--- config.mk ---
export PLATFORM = sky130hd
export DESIGN_NAME = wb_vmon_capture_flat
export DESIGN_NICKNAME = d
export VERILOG_FILES = /design/src/rtl/wb_vmon_capture_pkg.sv /design/src/rtl/wb_vmon_capture_if.sv /design/src/rtl/wb_vmon_entry_fifo.sv /design/src/rtl/wb_vmon_capture.sv /design/src/flat_wrapper.sv
export SDC_FILE = /design/constraint.sdc
export NUM_CORES = 1
export LEC_CHECK = 0
export BUFFER_PORTS_ARGS = -buffer_cell sky130_fd_sc_hd__buf_2
export CAP_MARGIN = 20
export CELL_PAD_IN_SITES_DETAIL_PLACEMENT = 1
export CELL_PAD_IN_SITES_GLOBAL_PLACEMENT = 2
export CORE_ASPECT_RATIO = 2
export CORE_UTILIZATION = 45
export CTS_CLUSTER_DIAMETER = 30
export DETAILED_ROUTE_END_ITERATION = 12
export PLACE_DENSITY_LB_ADDON = 0.1
export SYNTH_ARGS = -nofsm -noshare
export SYNTH_HDL_FRONTEND = slang
export SYNTH_SLANG_ARGS = --single-unit
export TNS_END_PERCENT = 50
--- constraint.sdc ---
create_clock -name clk_i -period 8.9 [get_ports clk_i]
set_input_delay 1.335 -clock clk_i [delete_from_list [all_inputs] [get_ports clk_i]]
set_output_delay 1.335 -clock clk_i [all_outputs]
set_load 0.02 [all_outputs]
--- src/rtl/wb_vmon_capture_pkg.sv ---
// Shared types, header field widths and the byte-select decoder for the
// multi-channel Wishbone write monitor.
package wb_vmon_capture_pkg;

  // Stream framer states: no frame, header byte on the wire, data bytes.
  typedef enum logic [1:0] {
    IDLE,
    HDR,
    DATA
  } state_e;

  // Header byte layout: {chan[CHAN_W-1:0], nbytes-1[LEN_W-1:0]}.
  localparam int CHAN_W    = 4;
  localparam int LEN_W     = 4;
  localparam int MAX_LANES = 16;

  // Decoded byte-select: ok is set only for a single non-empty run of 1s.
  typedef struct packed {
    logic       ok;
    logic [3:0] lsb_lane;
    logic [4:0] nbytes;
  } sel_info_t;

  // The select is zero-extended to 16 lanes so one decoder serves every bus width.
  function automatic sel_info_t sel_contig(input logic [MAX_LANES-1:0] sel);
    sel_info_t r;
    logic      found;
    logic      ended;
    r          = '0;
    r.ok       = 1'b1;
    found      = 1'b0;
    ended      = 1'b0;
    for (int i = 0; i < MAX_LANES; i++) begin
      if (sel[i]) begin
        // A set lane after a gap means a second run.
        if (ended) r.ok = 1'b0;
        if (!found) begin
          found      = 1'b1;
          r.lsb_lane = 4'(i);
        end
        r.nbytes = r.nbytes + 5'd1;
      end else if (found) begin
        ended = 1'b1;
      end
    end
    if (!found) r.ok = 1'b0;
    return r;
  endfunction

endpackage

--- src/rtl/wb_vmon_capture_if.sv ---
// Snooped Wishbone bus signals. The bus side drives them (master); the
// passive monitor only observes them (slave).
interface wb_vmon_capture_if #(
  parameter int WB_ADDR_WIDTH = 32,
  parameter int WB_DATA_WIDTH = 32
);
  logic [WB_ADDR_WIDTH-1:0]   ADR;
  logic [WB_DATA_WIDTH-1:0]   DAT_W;
  logic [WB_DATA_WIDTH/8-1:0] SEL;
  logic                       CYC;
  logic                       STB;
  logic                       ACK;
  logic                       WE;
  logic                       ERR;

  modport master (output ADR, DAT_W, SEL, CYC, STB, ACK, WE, ERR);
  modport slave  (input  ADR, DAT_W, SEL, CYC, STB, ACK, WE, ERR);
endinterface

--- src/rtl/wb_vmon_entry_fifo.sv ---
// Synchronous show-ahead FIFO: the head entry is visible on rd_data whenever
// empty is low. Count and flags are registered; a push while full is ignored
// even if a pop happens in the same cycle.
module wb_vmon_entry_fifo #(
  parameter int WIDTH = 8,
  parameter int DEPTH = 8
) (
  input  logic                     clk_i,
  input  logic                     rst_n_i,
  input  logic                     push,
  input  logic [WIDTH-1:0]         wr_data,
  input  logic                     pop,
  output logic [WIDTH-1:0]         rd_data,
  output logic [$clog2(DEPTH):0]   count,
  output logic                     full,
  output logic                     empty
);
  localparam int AW = $clog2(DEPTH);

  logic [WIDTH-1:0] mem [DEPTH];
  logic [AW-1:0]    wr_ptr_reg;
  logic [AW-1:0]    rd_ptr_reg;
  logic [AW:0]      count_reg;
  logic [AW:0]      count_next;
  logic             full_reg;
  logic             empty_reg;
  logic             push_ok;
  logic             pop_ok;

  assign push_ok = push & ~full_reg;
  assign pop_ok  = pop & ~empty_reg;

  // Occupancy after this cycle's accepted push/pop.
  always_comb begin
    count_next = count_reg;
    case ({push_ok, pop_ok})
      2'b10:   count_next = count_reg + (AW + 1)'(1);
      2'b01:   count_next = count_reg - (AW + 1)'(1);
      default: count_next = count_reg;
    endcase
  end

  // Storage write; contents need no reset since the pointers define validity.
  always_ff @(posedge clk_i) begin
    if (push_ok) mem[wr_ptr_reg] <= wr_data;
  end

  // Pointers, count and flags.
  always_ff @(posedge clk_i) begin
    if (!rst_n_i) begin
      wr_ptr_reg <= '0;
      rd_ptr_reg <= '0;
      count_reg  <= '0;
      full_reg   <= 1'b0;
      empty_reg  <= 1'b1;
    end else begin
      if (push_ok) wr_ptr_reg <= wr_ptr_reg + AW'(1);
      if (pop_ok)  rd_ptr_reg <= rd_ptr_reg + AW'(1);
      count_reg <= count_next;
      full_reg  <= (count_next == (AW + 1)'(DEPTH));
      empty_reg <= (count_next == '0);
    end
  end

  assign rd_data = mem[rd_ptr_reg];
  assign count   = count_reg;
  assign full    = full_reg;
  assign empty   = empty_reg;
endmodule

--- src/rtl/wb_vmon_capture.sv ---
// Passive multi-channel Wishbone write monitor. Acked writes to NUM_CHANNELS
// consecutive words are packed into FIFO entries and sent out as frames of
// {chan,len-1} header followed by the selected bytes, LSB first.
module wb_vmon_capture
  import wb_vmon_capture_pkg::*;
#(
  parameter int                     WB_ADDR_WIDTH = 32,
  parameter int                     WB_DATA_WIDTH = 32,
  parameter logic [WB_ADDR_WIDTH-1:0] ADDRESS     = '0,
  parameter int                     NUM_CHANNELS  = 4,
  parameter int                     FIFO_DEPTH    = 8
) (
  input  logic              clk_i,
  input  logic              rst_n_i,
  wb_vmon_capture_if.slave  wb,
  input  logic              en_i,
  input  logic              clr_i,
  output logic [7:0]        m_dat_o,
  output logic              m_valid_o,
  input  logic              m_ready_i,
  output logic              m_last_o,
  output logic [15:0]       drop_cnt_o,
  output logic              ovf_o,
  output logic              sel_err_o
);
  localparam int NB  = WB_DATA_WIDTH / 8;
  localparam int BSH = $clog2(NB);
  localparam int EW  = CHAN_W + LEN_W + WB_DATA_WIDTH;
  localparam int CW  = $clog2(FIFO_DEPTH) + 1;

  if (WB_DATA_WIDTH < 8 || WB_DATA_WIDTH > 128 ||
      (WB_DATA_WIDTH & (WB_DATA_WIDTH - 1)) != 0) begin : g_bad_width
    $fatal(1, "WB_DATA_WIDTH must be a power of 2 in 8..128");
  end
  if (NUM_CHANNELS < 1 || NUM_CHANNELS > 16) begin : g_bad_chan
    $fatal(1, "NUM_CHANNELS must be in 1..16");
  end
  if ((ADDRESS % WB_ADDR_WIDTH'(NB)) != '0) begin : g_bad_addr
    $fatal(1, "ADDRESS must be word aligned");
  end
  if (FIFO_DEPTH < 2 || (FIFO_DEPTH & (FIFO_DEPTH - 1)) != 0) begin : g_bad_depth
    $fatal(1, "FIFO_DEPTH must be a power of 2, >= 2");
  end

  // ---------------- hit decode and byte packing ----------------
  logic [WB_ADDR_WIDTH-1:0] chan_off;
  logic                     hit;
  sel_info_t                sinfo;
  logic [WB_DATA_WIDTH-1:0] shifted;
  logic [WB_DATA_WIDTH-1:0] packed_dat;
  logic [EW-1:0]            entry;

  // Unsigned word offset: addresses below ADDRESS wrap to huge values and miss.
  assign chan_off = (wb.ADR >> BSH) - (ADDRESS >> BSH);
  assign hit      = wb.CYC & wb.STB & wb.ACK & wb.WE & ~wb.ERR & en_i &
                    (chan_off < WB_ADDR_WIDTH'(NUM_CHANNELS));
  assign sinfo    = sel_contig(MAX_LANES'(wb.SEL));
  assign shifted  = wb.DAT_W >> {sinfo.lsb_lane, 3'b000};

  // Right-align the selected lanes and zero the unused upper bytes.
  for (genvar gi = 0; gi < NB; gi++) begin : g_pack
    assign packed_dat[gi*8 +: 8] = (5'(gi) < sinfo.nbytes) ? shifted[gi*8 +: 8] : 8'h00;
  end

  assign entry = {CHAN_W'(chan_off), LEN_W'(sinfo.nbytes - 5'd1), packed_dat};

  // ---------------- entry FIFO ----------------
  logic          fifo_push;
  logic          fifo_pop;
  logic [EW-1:0] head;
  logic [CW-1:0] fifo_count;
  logic          fifo_full;
  logic          fifo_empty;
  logic          drop;
  logic          sel_bad;

  assign fifo_push = hit & sinfo.ok;
  assign drop      = hit & sinfo.ok & fifo_full;
  assign sel_bad   = hit & ~sinfo.ok;

  wb_vmon_entry_fifo #(
    .WIDTH (EW),
    .DEPTH (FIFO_DEPTH)
  ) u_fifo (
    .clk_i   (clk_i),
    .rst_n_i (rst_n_i),
    .push    (fifo_push),
    .wr_data (entry),
    .pop     (fifo_pop),
    .rd_data (head),
    .count   (fifo_count),
    .full    (fifo_full),
    .empty   (fifo_empty)
  );

  logic [CHAN_W-1:0]        h_chan;
  logic [LEN_W-1:0]         h_len;
  logic [WB_DATA_WIDTH-1:0] h_data;

  assign h_chan = head[EW-1 -: CHAN_W];
  assign h_len  = head[WB_DATA_WIDTH +: LEN_W];
  assign h_data = head[WB_DATA_WIDTH-1:0];

  // ---------------- stream framer ----------------
  state_e           state_reg;
  state_e           state_next;
  logic [LEN_W-1:0] idx_reg;
  logic [LEN_W-1:0] idx_next;
  logic             hs;

  assign hs = m_valid_o & m_ready_i;

  // Framer state and byte index register.
  always_ff @(posedge clk_i) begin
    if (!rst_n_i) begin
      state_reg <= IDLE;
      idx_reg   <= '0;
    end else begin
      state_reg <= state_next;
      idx_reg   <= idx_next;
    end
  end

  // Next state: after the last byte, go straight to the next header if another
  // entry remains (or is arriving) so back-to-back frames have no bubble.
  always_comb begin
    state_next = state_reg;
    idx_next   = idx_reg;
    case (state_reg)
      IDLE: if (!fifo_empty) state_next = HDR;
      HDR: begin
        if (hs) begin
          state_next = DATA;
          idx_next   = '0;
        end
      end
      DATA: begin
        if (hs) begin
          if (m_last_o) begin
            idx_next   = '0;
            state_next = (fifo_count > CW'(1) || fifo_push) ? HDR : IDLE;
          end else begin
            idx_next = idx_reg + LEN_W'(1);
          end
        end
      end
      default: state_next = IDLE;
    endcase
  end

  // Stream outputs come from the held FIFO head, so they stay stable under stall.
  always_comb begin
    m_valid_o = 1'b0;
    m_dat_o   = 8'h00;
    m_last_o  = 1'b0;
    fifo_pop  = 1'b0;
    case (state_reg)
      HDR: begin
        m_valid_o = 1'b1;
        m_dat_o   = {h_chan, h_len};
      end
      DATA: begin
        m_valid_o = 1'b1;
        m_dat_o   = 8'(h_data >> {idx_reg, 3'b000});
        m_last_o  = (idx_reg == h_len);
        fifo_pop  = m_ready_i & (idx_reg == h_len);
      end
      default: ;
    endcase
  end

  // ---------------- status counters ----------------
  logic [15:0] drop_cnt_reg;
  logic        ovf_reg;
  logic        sel_err_reg;

  // Drop/overflow/select-error accounting; clear wins over same-cycle events.
  always_ff @(posedge clk_i) begin
    if (!rst_n_i || clr_i) begin
      drop_cnt_reg <= '0;
      ovf_reg      <= 1'b0;
      sel_err_reg  <= 1'b0;
    end else begin
      if (drop) begin
        ovf_reg <= 1'b1;
        if (drop_cnt_reg != 16'hFFFF) drop_cnt_reg <= drop_cnt_reg + 16'd1;
      end
      if (sel_bad) sel_err_reg <= 1'b1;
    end
  end

  assign drop_cnt_o = drop_cnt_reg;
  assign ovf_o      = ovf_reg;
  assign sel_err_o  = sel_err_reg;
endmodule

--- src/flat_wrapper.sv ---
// flat-port wrapper written by rule: the top's interface ports become plain ports
module wb_vmon_capture_flat import wb_vmon_capture_pkg::*;
#(
  parameter int                     WB_ADDR_WIDTH = 32,
  parameter int                     WB_DATA_WIDTH = 32,
  parameter logic [WB_ADDR_WIDTH-1:0] ADDRESS     = '0,
  parameter int                     NUM_CHANNELS  = 4,
  parameter int                     FIFO_DEPTH    = 8
)
  (clk_i, rst_n_i, en_i, clr_i, m_dat_o, m_valid_o, m_ready_i, m_last_o, drop_cnt_o, ovf_o, sel_err_o, wb_ADR, wb_DAT_W, wb_SEL, wb_CYC, wb_STB, wb_ACK, wb_WE, wb_ERR);
  wb_vmon_capture_if #(.WB_ADDR_WIDTH(WB_ADDR_WIDTH), .WB_DATA_WIDTH(WB_DATA_WIDTH)) wb_i ();
  input  logic clk_i;
  input  logic rst_n_i;
  input  logic en_i;
  input  logic clr_i;
  output logic [7:0] m_dat_o;
  output logic m_valid_o;
  input  logic m_ready_i;
  output logic m_last_o;
  output logic [15:0] drop_cnt_o;
  output logic ovf_o;
  output logic sel_err_o;
  input wire logic [$bits(wb_i.ADR)-1:0] wb_ADR;
  input wire logic [$bits(wb_i.DAT_W)-1:0] wb_DAT_W;
  input wire logic [$bits(wb_i.SEL)-1:0] wb_SEL;
  input wire logic [$bits(wb_i.CYC)-1:0] wb_CYC;
  input wire logic [$bits(wb_i.STB)-1:0] wb_STB;
  input wire logic [$bits(wb_i.ACK)-1:0] wb_ACK;
  input wire logic [$bits(wb_i.WE)-1:0] wb_WE;
  input wire logic [$bits(wb_i.ERR)-1:0] wb_ERR;
  assign wb_i.ADR = wb_ADR;
  assign wb_i.DAT_W = wb_DAT_W;
  assign wb_i.SEL = wb_SEL;
  assign wb_i.CYC = wb_CYC;
  assign wb_i.STB = wb_STB;
  assign wb_i.ACK = wb_ACK;
  assign wb_i.WE = wb_WE;
  assign wb_i.ERR = wb_ERR;
  wb_vmon_capture #(.WB_ADDR_WIDTH(WB_ADDR_WIDTH), .WB_DATA_WIDTH(WB_DATA_WIDTH), .ADDRESS(ADDRESS), .NUM_CHANNELS(NUM_CHANNELS), .FIFO_DEPTH(FIFO_DEPTH)) u_core (.clk_i(clk_i), .rst_n_i(rst_n_i), .wb(wb_i), .en_i(en_i), .clr_i(clr_i), .m_dat_o(m_dat_o), .m_valid_o(m_valid_o), .m_ready_i(m_ready_i), .m_last_o(m_last_o), .drop_cnt_o(drop_cnt_o), .ovf_o(ovf_o), .sel_err_o(sel_err_o));
endmodule
==> Word level (Yosys, flattened, before mapping) <==
Memories as Yosys holds them, arrays and structs flattened. A register that Yosys moved wholly into a read port is not among the register bits.
Index checks and enable logic that the tools add are counted.
{ "word_totals": {"out_inout_bits": 28, "romBits": 0, "latch_bits": 0, "register_bits": 36, "wordCells": 108, "mem_count": 1, "ram_bits": 320} }
{ "classes": {"mul": 0, "add_sub_neg": 10, "bitwise": 17, "n_mux": 41, "div_mod_pow": 0, "n_reduce_logical": 10, "n_lt_le_gt_ge": 6, "eq_ne": 11, "shifts": 2} }
{ "mem_list": {"columns": ["name", "depth", "width", "read_ports", "rd_clocked_by_memory_dff", "wr", "line_no", "rtl"], "rows": [
  ["u_core.u_fifo.mem", 8, 40, 1, 1, 1, "wb_vmon_entry_fifo.sv:20", "logic [WIDTH-1:0] mem [DEPTH];"]
]} }
{ "op_table": {"columns": ["op", "count"], "rows": [
  ["2-to-1 mux 8 bit", 4],
  ["right shift 32 x 7 -> 32 bit", 1],
  ["right shift 32 x 7 -> 8 bit", 1],
  ["< comparator 30 x 3 -> 1 bit, second input constant", 1],
  ["2-to-1 mux 4 bit", 6],
  ["2-to-1 mux 10 bit", 2],
  ["2-to-1 mux 1 bit", 18],
  ["adder 16 x 1 -> 16 bit, second input constant", 1],
  ["inequality test 16 bit, second input constant", 1],
  ["case mux 4 bit (2 select lines)", 2],
  ["case mux 8 bit (2 select lines)", 1],
  ["adder 5 x 1 -> 5 bit, second input constant", 3],
  ["bitwise AND 1 bit", 13],
  ["< comparator 1 x 5 -> 1 bit, first input constant", 2],
  ["< comparator 2 x 5 -> 1 bit, first input constant", 2],
  ["2-to-1 mux 9 bit", 1],
  ["adder 4 x 1 -> 4 bit, second input constant", 2],
  ["2-to-1 mux 2 bit", 4],
  ["subtractor 4 x 1 -> 4 bit, second input constant", 2],
  ["adder 3 x 1 -> 3 bit, second input constant", 2],
  ["2-to-1 mux 3 bit", 2],
  ["case mux 2 bit (3 select lines)", 1],
  ["equality test 2 x 1 -> 1 bit, second input constant", 2],
  ["equality test 2 bit, second input constant", 2],
  ["other kinds (15)", 21]
]} }

==> Depth between registers and ports, before layout <==
Gate-level depths: netlist of run 1.
{ "logic_depth": {"depth_word": 14, "depth_mapped": 15, "ltp_nobuf": 13} }

==> Hierarchy <==
From an unflattened synthesis of run 1, not the netlist that was laid out.
{ "hier_totals": {"hier_cells": 919, "hier_area_um2": 15366.0} }
{ "by_module_without_submodules": {"columns": ["mod", "area_per_inst_um2", "cells_per_inst", "instances"], "rows": [
  ["wb_vmon_entry_fifo", 12714.7, 547, 1],
  ["wb_vmon_capture", 2651.3, 372, 1]
]} }

==> Worst setup path before layout of run 1 <==
Ideal clock, no wire load.
{ "synth_path": {"path_kind": "input -> register", "start": "input wb_SEL[0]", "end": "memory u_core.u_fifo.mem[2][0] (netlist name) (enable)", "path_buffers": 0, "path_stages": 6, "setup_slack_ns": 1.446, "arrival_time_ns": 6.903, "t_required_ns": 8.349, "path_cell_list": "inv_1 ha_1 o32a_4 a2111oi_4 nand2_1 nor4b_1"} }
{ "synth_via": {"elab_chain_cells": 12, "word_cells_on_any_way": 17} }
{ "synth_lines": {"columns": ["element", "line_no", "rtl"], "rows": [
  ["start, declared", "flat_wrapper.sv:25", "input wire logic [$bits(wb_i.SEL)-1:0] wb_SEL;"],
  ["2-to-1 mux 1 bit *", "wb_vmon_capture_pkg.sv:34", "if (sel[i]) begin"],
  ["2-to-1 mux 1 bit", "wb_vmon_capture_pkg.sv:42", "end else if (found) begin"],
  ["2-to-1 mux 1 bit", "wb_vmon_capture_pkg.sv:34", null],
  ["2-to-1 mux 1 bit (on tied branches)", "wb_vmon_capture_pkg.sv:36, wb_vmon_capture_pkg.sv:42", null],
  ["2-to-1 mux 10 bit or 2-to-1 mux 1 bit (tied branches)", "wb_vmon_capture_pkg.sv:34", null],
  ["2-to-1 mux 1 bit", "wb_vmon_capture_pkg.sv:36", "if (ended) r.ok = 1'b0;"],
  ["2-to-1 mux 10 bit", "wb_vmon_capture_pkg.sv:34", null],
  ["2-to-1 mux 1 bit *", "wb_vmon_capture_pkg.sv:46", "if (!found) r.ok = 1'b0;"],
  ["bitwise AND 1 bit *", "wb_vmon_capture.sv:77", "assign fifo_push = hit & sinfo.ok;"],
  ["bitwise AND 1 bit *", "wb_vmon_entry_fifo.sv:30", "assign push_ok = push & ~full_reg;"],
  ["2-to-1 mux 1 bit *", "wb_vmon_entry_fifo.sv:45", "if (push_ok) mem[wr_ptr_reg] <= wr_data;"],
  ["2-to-1 mux 1 bit (not written as such) *", "wb_vmon_entry_fifo.sv:45", null],
  ["end, declared", "wb_vmon_entry_fifo.sv:20", null]
]} }
Mark *: on every way between the ends. The rest lies on a longest branch, timed or not.

==> results of run 1 <==
synthesized netlist by cell type, types with 3 or more instances:
library cell | instances | area, um2
or3_1 | 7 | 43.8
o21ai_0 | 17 | 85.1
a21oi_1 | 16 | 80.1
a211oi_1 | 8 | 60.1
nor3_1 | 8 | 40.0
nand3_1 | 21 | 105
a31oi_1 | 3 | 18.8
edfxtp_1 | 320 | 9610
xnor2_1 | 7 | 61.3
and3_1 | 3 | 18.8
buf_2 | 11 | 55.1
nor2_1 | 54 | 203
xor2_1 | 8 | 70.1
nor3b_1 | 5 | 37.5
nand4_1 | 4 | 25.0
mux4_2 | 93 | 2090
mux2_2 | 9 | 101
nand2b_1 | 6 | 37.5
clkbuf_1 | 24 | 90.1
o22ai_1 | 9 | 56.3
nor4b_1 | 4 | 35.0
nand2_1 | 31 | 116
nor2b_1 | 4 | 25.0
a22oi_1 | 10 | 75.1
ha_1 | 21 | 263
dfxtp_1 | 39 | 781
and2_1 | 12 | 75.1
nor4_1 | 10 | 62.6
o211ai_1 | 4 | 30.0
inv_1 | 19 | 71.3
nand3b_1 | 3 | 22.5
mux2i_1 | 46 | 460
buf_1 | 4 | 15.0
power breakdown:
group	internal [mW]	leakage, nW	switching [mW]
Clock	1.12	0.753	0.752
Combinational	0.0388	1.86	0.107
Sequential	1.87	2.94	0.00000000000261
layout by cell type (no fill, tap or decap), types with 5 or more instances in the layout:
master       n
a211oi_1     8
bufinv_16    5
nand2b_1     6
edfxtp_1   320
and2_1      12
xor2_1       8
dfxtp_1     37
mux2_2       9
nand2_1     31
o21ai_0     17
ha_1        21
nor3_1       6
nand3_1     21
clkinv_4     6
mux2i_1     46
a22oi_1     10
buf_4       18
a21oi_1     16
clkbuf_16   46
mux4_2      93
inv_1       19
nor4_1       9
or3_1        7
nor2_1      53
inv_8        6
clkinv_1     5
o22ai_1      9
xnor2_1      7
buf_2      105
worst max-delay path by stage:
stage | to | from | depth (start not counted) | slack, ps
after floorplan | u_core.u_fifo.mem[2][0] | wb_SEL[0] | 6 | 1450
after global placement | u_core.u_fifo.mem[6][28] | wb_ADR[5] | 9 | 3910
after detailed placement | u_core.u_fifo.mem[6][29] | wb_ADR[5] | 9 | 3830
after CTS | m_last_o | flip-flop | 9 | 3330
after global routing | m_last_o | flip-flop | 9 | 3130
final | m_last_o | flip-flop | 9 | 3530
through the flow:
step,worst slack (ps),hold slack (ps)
finish,3530,476
global route,3130,504
CTS,3330,480
detailed placement,3830,469
global placement,3910,446
floorplan,1450,445
critical path: stages (launching register included):
cell and delay [ps]:
dfxtp_4 860, buf_4 840, mux4_2 590, mux2i_1 290
xor2_1 180, o211ai_1 100, buf_4 190, nor2_1 120
and2_1 140, buf_2 160
kinds of logic (layout without fill, tap and decap cells):
group	count (synthesis)	after routing
mux	148	148
flops	359	359
simple gates	183	183
xor+xnor	15	15
buf+inv	63	225
compound gates	80	80
fa+ha+maj	21	21
routing by layer:
metal	track usage (%)	up-vias	wire length, um
met5	0	-	0
met4	8.85	0	1190
met3	2.74	67	1240
met2	43.3	177	21100
met1	24.2	4435	13700
li1	-	3754	-
area by class of cell:
class,instances,area share [%]
timing repair buffer,123,3.70
clock buffer,48,6.49
sequential,359,58.3
multi-input combinational,447,25.9
inverter,20,0.421
clock inverter,34,2.21
tap,432,3.03
==> reports/qor.yml, run 1 <==
status:
  outcome: "finished clean"
synthesis:
  synth_cell_types: 55
  ys.flop_type: "edfxtp_1"
  synth_top_family_by_area: "multiplexers"
  synth_fa_ha_area_share_pct: 1.73
  seq_area_frac_synth_pct: 68.3
  synth_area_per_cell_um2: 17.5
  synth_edf_count: 320
  syn_nets: 968
  muxShareOfSynthArea_pct: 17.5
  synth_seq_cells: 359
  synthSimpleGateAreaFrac_pct: 6.27
  synth-xor-area-share_pct: 0.863
  synth_area_um2: 15200
  synthArstFlopShare_pct: 0
  syn_inst: 869
  yosysWarnings: 0
  synth_compound_area_share_pct: 3.62
setup_path:
  cp.arrival_ps: 4030
  r2r_slack_ps: 4190
  cp-start-kind: "flip-flop"
  critical_path.max_fanout: 47
  required_ps: 7570
  crit_path_end_kind: "primary output"
  r2r_cells: 13
  critical_path_class: "reg -> out"
  r2r_end: "u_core.u_fifo.empty"
drt:
  avgRoutedWirePerCell_um: 25.5
  dr.pass1.iters: 6
  postRouteWirelength_um: 37200
  drtIter0Drc: 403
  vias: 8433
  drtAntennaViolNets: 0
  drc_errors: 0
  viasPerCell: 5.76
placed_design:
  dp_hpwl_um: 23300
  gp_congestion: 0.806
  placed_cells: 1381
  io_buffers: 103
  placedInstanceArea_um2: 16300
sta:
  period_needed_ps: 5370
  rsz0062_at_grt: "false"
  tns_ps: 0
  hold_viol: 0
  worstMarginPinSlew_ps: 1060
  setup_viol: 0
  final.setup_skew_ps: 15.6
  slew_headroom_pct: 28.8
  maxSlewViolCount: 0
  max_freq_mhz: 186
  finalCritPeriodShare_pct: 60.3
global_route:
  grt_pass1_vias: 9403
  grt.overflow.total: 0
  grt_max_degree: 48
  antenna_found_initial: 0
  grtUsageTotal_pct: 22.2
  grt_first_pass_wirelength_um: 56500
floorplanning:
  fp-row-count: 94
  start_util_pct: 46.0
  die_x_um: 132
  die_h_um: 262
  pin_count: 106
  core_um2: 33000
  dieArea_um2: 34600
final_layout:
  nets: 1094
  multi_input_area_um2: 4620
  fin_area_um2: 17800
  largest_reg_flops: 320
  fillCellCount: 3054
  drive_gt1_share_pct: 31.0
  antenna_cells: 0
  area_delta_synth_final_pct: 17.3
  largest_register: "u_core.u_fifo.mem"
  regArea_um2: 10400
  fin_util_pct: 54.0
  instances_no_fill: 1463
clock_network:
  cts_setup_buffers: 0
  cts_resized: 0
  root_buffer: "clkbuf_16"
  clk_latency_ps: 550
  clk_pin_slew_ps: 60
  hold_buffers: 0
  h-tree-depth: 2
  cts_tree: "yes"
  cts_inserted_buffers: 44
  cts_buffer_depth: 3
  clock_sinks: 359
run:
  cap_violations: 0
pwr:
  finalPower_mw: 3.89
  leakage_nw: 5.55
  vdd.ir_drop.worst_mv: 0.156
  p_per_area_nw_per_um2: 218
worst_hold_path:
  holdCritStartpoint: "u_core.u_fifo.rd_ptr_reg[2]"
  min_delay_path_depth: 2
  hp-class: "reg -> reg"
No activity file was read; power rests on OpenSTA's default activity.
==> run 2, diff against run 1 <==
CORE_UTILIZATION = 41   (was 45)
clock period = 4.35 ns   (was 8.9 ns; I/O delays follow)
==> run 2 against run 1 <==
The flow now finishes with violations (design-rule violations). Total power increased by 100%. Highest routed layer unchanged. Critical endpoint is now m_dat_o[5]. Critical path depth decreased by 2. First-iteration DRC count decreased by 18%. Clock power increased by 100%. Hold slack got worse by 120 ps. Sequential share of layout area decreased by 0.89 points. Sequential power increased by 100%.
==> reports/qor.yml, run 2 (synthesized netlist as in run 1, its figures left out) <==
sta:
  finalCritPeriodShare_pct: 91.8
  slew_headroom_pct: 27.3
  hold_viol: 0
  period_needed_ps: 3990
  maxSlewViolCount: 0
  max_freq_mhz: 250
  worstMarginPinSlew_ps: 1080
  final.setup_skew_ps: 20.2
  rsz0062_at_grt: "false"
  setup_viol: 0
  tns_ps: 0
final_layout:
  area_delta_synth_final_pct: 19.1
  fin_util_pct: 49.6
  instances_no_fill: 1502
  largest_reg_flops: 320
  mostFrequentLayoutCells: "edfxtp_1 (320), buf_2 (103), mux4_2 (93)"
  fillCellCount: 3426
  nets: 1110
  fin_area_um2: 18100
  layout_commonest_cell: "edfxtp_1"
  drive_gt1_share_pct: 32.6
  multi_input_area_um2: 4650
  largest_register: "u_core.u_fifo.mem"
  antenna_cells: 0
  regArea_um2: 10400
worst_hold_path:
  hp-class: "in -> reg"
clock_network:
  clk_pin_slew_ps: 60
  h-tree-depth: 2
  cts_resized: 0
  cts_tree: "yes"
  hold_buffers: 0
  root_buffer: "clkbuf_16"
  cts_buffer_depth: 3
  cts_inserted_buffers: 45
  cts_setup_buffers: 0
  clock_sinks: 359
  clk_latency_ps: 570
placed_design:
  placedInstanceArea_um2: 16600
  io_buffers: 103
  placed_cells: 1417
  gp_congestion: 0.712
  dp_hpwl_um: 23900
pwr:
  p_per_area_nw_per_um2: 436
  leakage_nw: 5.66
  vdd.ir_drop.worst_mv: 0.406
  finalPower_mw: 7.91
floorplanning:
  die_x_um: 138
  fp-row-count: 99
  die_h_um: 274
  dieArea_um2: 37900
  start_util_pct: 41.6
  pin_count: 106
  core_um2: 36500
global_route:
  grt.overflow.total: 0
  grtUsageTotal_pct: 20.3
  grt_max_degree: 41
  antenna_found_initial: 0
  grt_pass1_vias: 9300
  grt_first_pass_wirelength_um: 56500
drt:
  avgRoutedWirePerCell_um: 24.9
  drc_errors: 9
  drtIter0Drc: 331
  viasPerCell: 5.61
  postRouteWirelength_um: 37400
  drtAntennaViolNets: 0
  dr.pass1.iters: 8
  vias: 8428
setup_path:
  r2r_slack_ps: 940
  r2r_cells: 12
  critical_path.max_fanout: 16
  crit_end: "m_dat_o[5]"
  cp-start-kind: "flip-flop"
  crit_path_end_kind: "primary output"
  critical_path_class: "reg -> out"
  r2r_end: "u_core.u_fifo.empty"
  required_ps: 3700
  cp.arrival_ps: 3340
run:
  cap_violations: 0
status:
  outcome: "finished, violations left"
  violations: "design-rule violations"
run 2: through the flow:
step / hold slack, ps / setup WS (ps)
detailed placement: 463 / 431
global placement: 447 / 553
CTS: 330 / 236
global route: 351 / 167
floorplan: 445 / -1410
finish: 361 / 358
run 2: layout make-up:
class                   count  share of cell area, %
clock buffers              45                   6.21
clock inverters            39                   2.22
well taps                 454                   3.13
flip-flops and latches    359                   57.4
multi-input cells         447                   25.7
repair buffers            138                   4.98
inverters                  20                  0.414
run 2: where the power goes:
| part | internal [mW] | leakage [nW] | total, mW | switching (mW) |
|---|---|---|---|---|
| Clock | 2.16 | 0.748 | 3.77 | 1.61 |
| Sequential | 3.83 | 2.94 | 3.83 | 0.00000000000632 |
| Combinational | 0.0852 | 1.96 | 0.309 | 0.224 |
| Total | 6.08 | 5.66 | 7.91 | 1.83 |
run 2: worst max-delay path, cell delays in order (launching register included):
cell and delay, ps:
dfxtp_4 550, buf_4 380, buf_4 300, mux4_2 530, mux4_2 460, mux2i_1 230
o22ai_1 130, buf_2 180
run 2: worst min-delay path by stage:
stage	from	end	slack, ps	cells past startpoint
after floorplan	u_core.u_fifo.rd_ptr_reg[2]	flip-flop	450	2
after global placement	u_core.ovf_o	u_core.ovf_o	450	2
after detailed placement	u_core.sel_err_o	u_core.sel_err_o	460	2
after CTS	wb_ADR[2]	u_core.u_fifo.mem[2][36]	330	1
after global routing	wb_ADR[2]	u_core.u_fifo.mem[3][36]	350	1
final	wb_ADR[2]	u_core.u_fifo.mem[2][36]	360	1
run 2: layer usage:
metal  GRT usage, %  share of wire, %  vias to the layer above
met2           40.0                56                      157
met4           6.71               2.5                        0
li1               -                 -                     3793
met5              0                 0                        -
met3           2.17               2.9                       59
met1           22.4                38                     4419
